$ cat src/rtl/seq_divider.sv
// rtl/seq_divider.sv - sequential restoring shift-subtract divider
//
// Purpose: divides a W-bit dividend by a W-bit divisor, one quotient bit per
// clock. Takes a start pulse and returns quotient and remainder with a
// single-cycle done pulse.
// Latency is W+1 cycles from the accepting edge, or 1 cycle for a zero
// divisor.
//
// Optional feature macro: SIGNED_DIV_EN
//   undefined: unsigned operands.
//   defined:   two's complement operands. The quotient truncates toward zero
//              and the remainder takes the sign of the dividend.
//
// Ports:
//   clk          clock, rising edge
//   rst          synchronous active-high reset; aborts any operation
//   start        request, sampled only while idle
//   dividend     W-bit numerator, captured on accepted start
//   divisor      W-bit denominator, captured on accepted start
//   quotient     W-bit registered quotient
//   remainder    W-bit registered remainder
//   busy         high from the accepting edge until the edge that raises done
//   done         single-cycle result strobe
//   div_by_zero  registered with done; captured divisor was zero
module seq_divider #(
    parameter int W = 16
) (
    input  logic         clk,
    input  logic         rst,
    input  logic         start,
    input  logic [W-1:0] dividend,
    input  logic [W-1:0] divisor,
    output logic [W-1:0] quotient,
    output logic [W-1:0] remainder,
    output logic         busy,
    output logic         done,
    output logic         div_by_zero
);

    localparam int CW = $clog2(W + 1);
    localparam logic [CW-1:0] CNT_INIT = CW'(W);
    localparam logic [CW-1:0] CNT_ONE  = CW'(1);

    typedef enum logic [1:0] {
        IDLE,
        ITER,
        FIN
    } state_t;

    state_t         state;
    // Partial remainder. After each restore it is below B, so its top bit is
    // always zero. Only W bits are stored; the shift supplies the extra bit.
    logic [W-1:0]   acc;
    logic [W-1:0]   q;
    logic [W-1:0]   b;
    logic [CW-1:0]  cnt;
    logic           zero_flag;

    logic [W:0]     shifted;
    logic [W:0]     diff;
    logic [W-1:0]   q_final;
    logic [W-1:0]   r_final;

`ifdef SIGNED_DIV_EN
    logic           sign_q;
    logic           sign_r;

    function automatic logic [W-1:0] mag(input logic [W-1:0] v);
        // -2^(W-1) maps onto itself, which reads correctly as an unsigned
        // magnitude.
        return v[W-1] ? (W'(0) - v) : v;
    endfunction
`endif

    // W+1 bit trial subtraction; diff[W] is the borrow (sign of T).
    always_comb begin
        shifted = {acc, q[W-1]};
        diff    = shifted - {1'b0, b};
    end

    // On a zero divisor no iterations run, so q still holds the captured
    // dividend (magnitude). It is returned as the remainder.
    always_comb begin
        q_final = zero_flag ? {W{1'b1}} : q;
        r_final = zero_flag ? q : acc;
`ifdef SIGNED_DIV_EN
        if (!zero_flag && sign_q) begin
            q_final = W'(0) - q;
        end
        if (sign_r) begin
            r_final = W'(0) - r_final;
        end
`endif
    end

    always_ff @(posedge clk) begin
        if (rst) begin
            state       <= IDLE;
            acc         <= '0;
            q           <= '0;
            b           <= '0;
            cnt         <= '0;
            zero_flag   <= 1'b0;
            quotient    <= '0;
            remainder   <= '0;
            busy        <= 1'b0;
            done        <= 1'b0;
            div_by_zero <= 1'b0;
`ifdef SIGNED_DIV_EN
            sign_q      <= 1'b0;
            sign_r      <= 1'b0;
`endif
        end else begin
            done <= 1'b0;
            case (state)
                IDLE: begin
                    if (start) begin
                        acc       <= '0;
`ifdef SIGNED_DIV_EN
                        q         <= mag(dividend);
                        b         <= mag(divisor);
                        sign_q    <= dividend[W-1] ^ divisor[W-1];
                        sign_r    <= dividend[W-1];
`else
                        q         <= dividend;
                        b         <= divisor;
`endif
                        cnt       <= CNT_INIT;
                        busy      <= 1'b1;
                        zero_flag <= (divisor == '0);
                        state     <= (divisor == '0) ? FIN : ITER;
                    end
                end
                ITER: begin
                    if (!diff[W]) begin
                        acc <= diff[W-1:0];
                        q   <= {q[W-2:0], 1'b1};
                    end else begin
                        // Restore: keep the shifted partial remainder, whose
                        // top bit is zero here because it is below B.
                        acc <= shifted[W-1:0];
                        q   <= {q[W-2:0], 1'b0};
                    end
                    cnt <= cnt - CNT_ONE;
                    if (cnt == CNT_ONE) begin
                        state <= FIN;
                    end
                end
                FIN: begin
                    quotient    <= q_final;
                    remainder   <= r_final;
                    div_by_zero <= zero_flag;
                    done        <= 1'b1;
                    busy        <= 1'b0;
                    state       <= IDLE;
                end
                default: state <= IDLE;
            endcase
        end
    end

endmodule
$ cat config.mk
export PLATFORM = sky130hd
export DESIGN_NAME = seq_divider
export DESIGN_NICKNAME = d
export VERILOG_FILES = /design/src/rtl/seq_divider.sv
export SDC_FILE = /design/constraint.sdc
export NUM_CORES = 1
export LEC_CHECK = 0
export ABC_AREA = 1
export BUFFER_PORTS_ARGS = -buffer_cell sky130_fd_sc_hd__buf_4
export CAP_MARGIN = 20
export CELL_PAD_IN_SITES_DETAIL_PLACEMENT = 1
export CELL_PAD_IN_SITES_GLOBAL_PLACEMENT = 2
export CORE_MARGIN = 10
export CORE_UTILIZATION = 34
export CTS_CLUSTER_DIAMETER = 60
export DETAILED_ROUTE_END_ITERATION = 8
export HOLD_SLACK_MARGIN = 0.12
export PLACE_DENSITY_LB_ADDON = 0.1
export RECOVER_POWER = 50
export SETUP_SLACK_MARGIN = 0.15
export SLEW_MARGIN = 20
export SYNTH_ARGS = -nofsm -noshare
export SYNTH_HDL_FRONTEND = slang
export SYNTH_SLANG_ARGS = --single-unit
$ cat constraint.sdc
create_clock -name clk -period 5.77 [get_ports clk]
set_input_delay 0.577 -clock clk [delete_from_list [all_inputs] [get_ports clk]]
set_output_delay 0.577 -clock clk [all_outputs]
set_load 0.02 [all_outputs]
; ---- After elaboration in Yosys (flattened, before gate mapping)
; Cells that the tools add are included.
[totals]
reg_bits = 91
in_bits = 35
output_inout_bits = 35
elab_cells = 43
[classes]
addsub = 2
n_eq_ne = 5
muxes = 17
n_reduce_logical = 8
[op_table]
columns = operator, n
row1 = two-way mux 16 bit, 5
row2 = one-hot mux 16 bit (2 select lines), 2
row3 = subtractor 17 x 16 -> 17 bit, 1
row4 = zero test 16 bit, 1
row5 = one-hot mux 5 bit (2 select lines), 1
row6 = AND reduction 2 bit, 4
row7 = two-way mux 2 bit, 3
row8 = equality test 5 x 1 -> 1 bit (second input constant), 1
row9 = two-way mux 5 bit, 1
row10 = subtractor 5 x 1 -> 5 bit (second input constant), 1
row11 = != test 2 bit (second input constant), 2
row12 = one-hot mux 2 bit (2 select lines), 1
row13 = nonzero test 2 bit, 2
row14 = two-way mux 1 bit, 3
row15 = equality test 2 x 1 -> 1 bit (second input constant), 1
row16 = equality test 2 bit (second input constant), 1
row17 = zero test 2 bit, 1
row18 = one-hot mux 1 bit (2 select lines), 1

; ---- Depth between registers and ports, before layout
[depth]
ltp_word = 4
mapped_depth = 16
ltp_nobuf = 16

; ---- Worst setup path before layout
; Ideal clock, no wire load.
[synth_timing]
kind = register -> register
from = register q[15]
to = register acc[13]
setup_time_ns = 0.131
t_arrival_ns = 1.878
t_required_ns = 5.639
path_slack_ns = 3.762
path_stages_with_launch = 16
n_path_buf = 1
synth_period_minus_slack_ns = 2.008
path_cell_list = dfxtp_1 -> inv_1 -> ha_1 -> inv_1 -> fa_1 -> nand2_1 -> nand2_2 -> nand3_2 -> nand2_2 -> nand2_2 -> nand3_1 -> nand2_4 -> buf_6 -> nand3_2 -> nand2_1 -> a21oi_2
[synth_between]
elab_chain_len = 3
[synth_lines]
columns = element, line_no
row1 = from (decl), 54  ; logic [W-1:0] q;
row2 = from (signal assigned), 125  ; q <= dividend;
row3 = from (signal assigned), 137  ; q <= {q[W-2:0], 1'b1};
row4 = from (signal assigned), 142  ; q <= {q[W-2:0], 1'b0};
row5 = subtractor 17 x 16 -> 17 bit, 78  ; diff = shifted - {1'b0, b};
row6 = two-way mux 16 bit, 135  ; if (!diff[W]) begin
row7 = one-hot mux 16 bit (2 select lines), 115  ; case (state)
row8 = to (signal assigned), 136  ; acc <= diff[W-1:0];
row9 = to (signal assigned), 141  ; acc <= shifted[W-1:0];
row10 = to (decl), 53  ; logic [W-1:0] acc;
; Every way passes these cells.
; A chain may end at the register's enable or synchronous reset.

; ---- Final worst setup path
[layout_timing]
from = register state[1]
to = register remainder[15]
[layout_between]
elab_chain_len = 1
[layout_lines]
columns = element, line_no
row1 = from (decl), 50  ; state_t state;
row2 = from (signal assigned), 131  ; state <= (divisor == '0) ? FIN : ITER;
row3 = equality test 2 bit, 115
row4 = to (signal assigned), 151  ; remainder <= r_final;
row5 = to (decl), 34  ; output logic [W-1:0] remainder,
; Every way passes these cells.

==> results.yml <==
routing:
  num_vias: 4712
  first_iter_violations: 162
  wl_per_cell_um: 16.0
  drc: 0
  routed_via_density: 4.92
  drtPass1Iterations: 5
  ant_nets: 0
  drt_wl_total_mm: 15.3
grt:
  grtUsageTotal_pct: 15.5
  grt-ovfl-total: 0
  grt_pass1_wl_mm: 25.5
  antenna_found_initial: 0
  grt_pass1_vias: 4964
  grt_max_degree: 50
timing:
  max_freq_mhz: 290
  max-slew-margin-rel_pct: -52.6
  finalMaxSlewViolations: 94
  setup_viol: 0
  hold_viol: 0
  fin_tns_setup_ps: 0
  fin_crit_sh_pct: 59.7
  rsz0062_at_grt: "no"
  tightest_slew_ps: 2290
  holdWs_ps: 462
  fin_crit_ps: 3450
  fin_skew_ps: 13.8
die:
  num_io_pins: 70
  core_area_mm2: 0.0144
  die_x_um: 141
  fp-row-count: 44
  initial_core_util_pct: 34.4
  die_y_um: 141
  die-area_mm2: 0.0198
power:
  p_leak_nw: 2.50
  power.density_mw_per_mm2: 360
  power_mw: 2.07
  vdd_drop_max_uv: 133
logic_synthesis:
  ys_ff_latch: 91
  synth_nets: 771
  yosysUniqueCellTypes: 34
  synth_cells: 717
  yosys_warnings: 0
  synth_area_mm2: 0.00496
  syn-mean-instance-area_um2: 6.92
  yosysSeqAreaShare_pct: 36.7
clocking:
  cts_tree: "built"
  holdBufCountCts: 0
  post-cts-setup-buffers: 0
  root_buffer: "clkbuf_16"
  htreeDepth: 3
  clkTransAtPathRegs_ps: 80
  cts_buffers: 9
  cts_num_sinks: 91
  cts_resized: 0
  clk_latency_ps: 350
  ctsLongestPathBuffers: 2
placed_design:
  gp_congestion: 0.798
  portBuffers: 69
  place_hpwl_mm: 11.7
status:
  status: "complete, but fails checks"
  violations: "capacitance limit, slew limit"
final_layout:
  drive_gt1_share_pct: 15.9
  final_common_cell: "nand2_1"
  nets: 822
  area_delta_synth_final_pct: 15.8
  n_antenna_cell: 0
  nFillCells: 1858
  final_cell_mix: "nand2_1 (183), inv_1 (97), dfxtp_1 (91)"
  multi_input_area_mm2: 0.00261
  seqCellArea_mm2: 0.00182
worst_setup_path:
  cp-endpoint: "remainder[15]$_SDFFE_PP0P_"
  critPathArrivalTime_ps: 3660
  critPathLaunchType: "register"
  r2r_slack_ps: 2320
  critical_path_required_ps: 5980
  crit_path_start: "state[1]$_SDFFE_PP0P_"
  end_kind: "register"
  crit_path_max_fanout: 35
  r2r-start: "state[1]$_SDFFE_PP0P_"
  reg2regPathDepth: 7
  worst-setup-path-type: "register to register"
  r2r-end: "remainder[15]$_SDFFE_PP0P_"
hold_path:
  hold_path.class: "register to register"
job:
  drv_cap: 2
==> cell families after synthesis <==
group           after synthesis  share of synthesized area [%]
compound gates              184                           20.4
flops                        91                           36.7
fa+ha+maj                    19                           4.94
buf+inv                     137                           10.9
simple gates                279                           25.8
xor+xnor                      7                           1.23
==> metrics by stage <==
stage	instance area (µm²)	setup slack (ps)	utilization, %	instances
6_report	5750	2320	39.9	957
5_1_grt	5750	1880	39.9	957
4_1_cts	5890	3250	40.9	957
3_5_place_dp	5610	3280	38.9	941
3_3_place_gp	5600	2800	38.8	940
2_1_floorplan	4960	3760	-	717
==> how the worst min path moves through the flow <==
stage | start | end | slack (ps) | cells after the start
finish | quotient[1]$_SDFFE_PP0P_ | quotient[1]$_SDFFE_PP0P_ | 460 | 2
detailed placement | quotient[1]$_SDFFE_PP0P_ | quotient[1]$_SDFFE_PP0P_ | 460 | 2
global placement | quotient[6]$_SDFFE_PP0P_ | quotient[6]$_SDFFE_PP0P_ | 450 | 2
global route | quotient[14]$_SDFFE_PP0P_ | quotient[14]$_SDFFE_PP0P_ | 480 | 2
floorplan | b[15]$_SDFFE_PP0P_ | b[15]$_SDFFE_PP0P_ | 440 | 2
CTS | divisor[0] | b[0]$_SDFFE_PP0P_ | 460 | 3
==> layout make-up <==
cell class              instances  area share [%]
clock inverters                 6           0.827
clock buffers                  10            4.16
inverters                     101            6.59
well taps                     184            4.00
repair buffers                 76            7.44
multi-input cells             489            45.3
flip-flops and latches         91            31.7
==> synth_stat cells (all sizes together) <==
master | number | share of area (%)
nor4 | 1 | 0.13
o21ai | 66 | 6.7
nand4 | 5 | 0.63
inv | 99 | 7.5
a22oi | 1 | 0.15
a21oi | 97 | 11
xnor2 | 4 | 0.71
nand2 | 213 | 18
nor3 | 3 | 0.40
dfxtp | 91 | 37
clkbuf | 27 | 2.0
clkinv | 2 | 0.15
a311oi | 1 | 0.18
fa | 1 | 0.40
nand3 | 31 | 4.5
buf | 9 | 1.3
nor2 | 21 | 1.7
or2 | 3 | 0.43
ha | 18 | 4.5
a31oi | 16 | 2.0
o21bai | 1 | 0.15
a211oi | 2 | 0.30
xor2 | 3 | 0.53
nand3b | 2 | 0.30
==> registers in the layout, indices dropped and copies added, names as in the netlist <==
register / count
acc: 16
b: 16
q: 16
quotient: 16
remainder: 16
cnt: 5
state: 2
busy: 1
div_by_zero: 1
done: 1
zero_flag: 1
==> power breakdown <==
part | leakage (nW) | internal [mW] | total, mW | switching, mW
Clock | 0.139 | 0.308 | 0.577 | 0.269
Sequential | 0.744 | 0.686 | 0.742 | 0.0566
Combinational | 1.62 | 0.252 | 0.752 | 0.500
Total | 2.50 | 1.25 | 2.07 | 0.825
==> routing by layer <==
| metal | vias to the layer above | track usage [%] | wire length, µm |
|---|---|---|---|
| met5 | - | 0 | 0 |
| met4 | 0 | 3.48 | 133 |
| met3 | 9 | 3.56 | 462 |
| met2 | 61 | 26.2 | 7320 |
| met1 | 2225 | 19.4 | 7380 |
| li1 | 2417 | - | - |
==> critical path, cell delays in order (launching register included) <==
cell,delay (ps)
dfxtp_1,350
inv_1,90
nor2_2,100
clkbuf_1,1010
clkinv_1,960
buf_4,450
a21oi_1,230
a21oi_1,100
No activity file was read; power rests on OpenSTA's default activity.
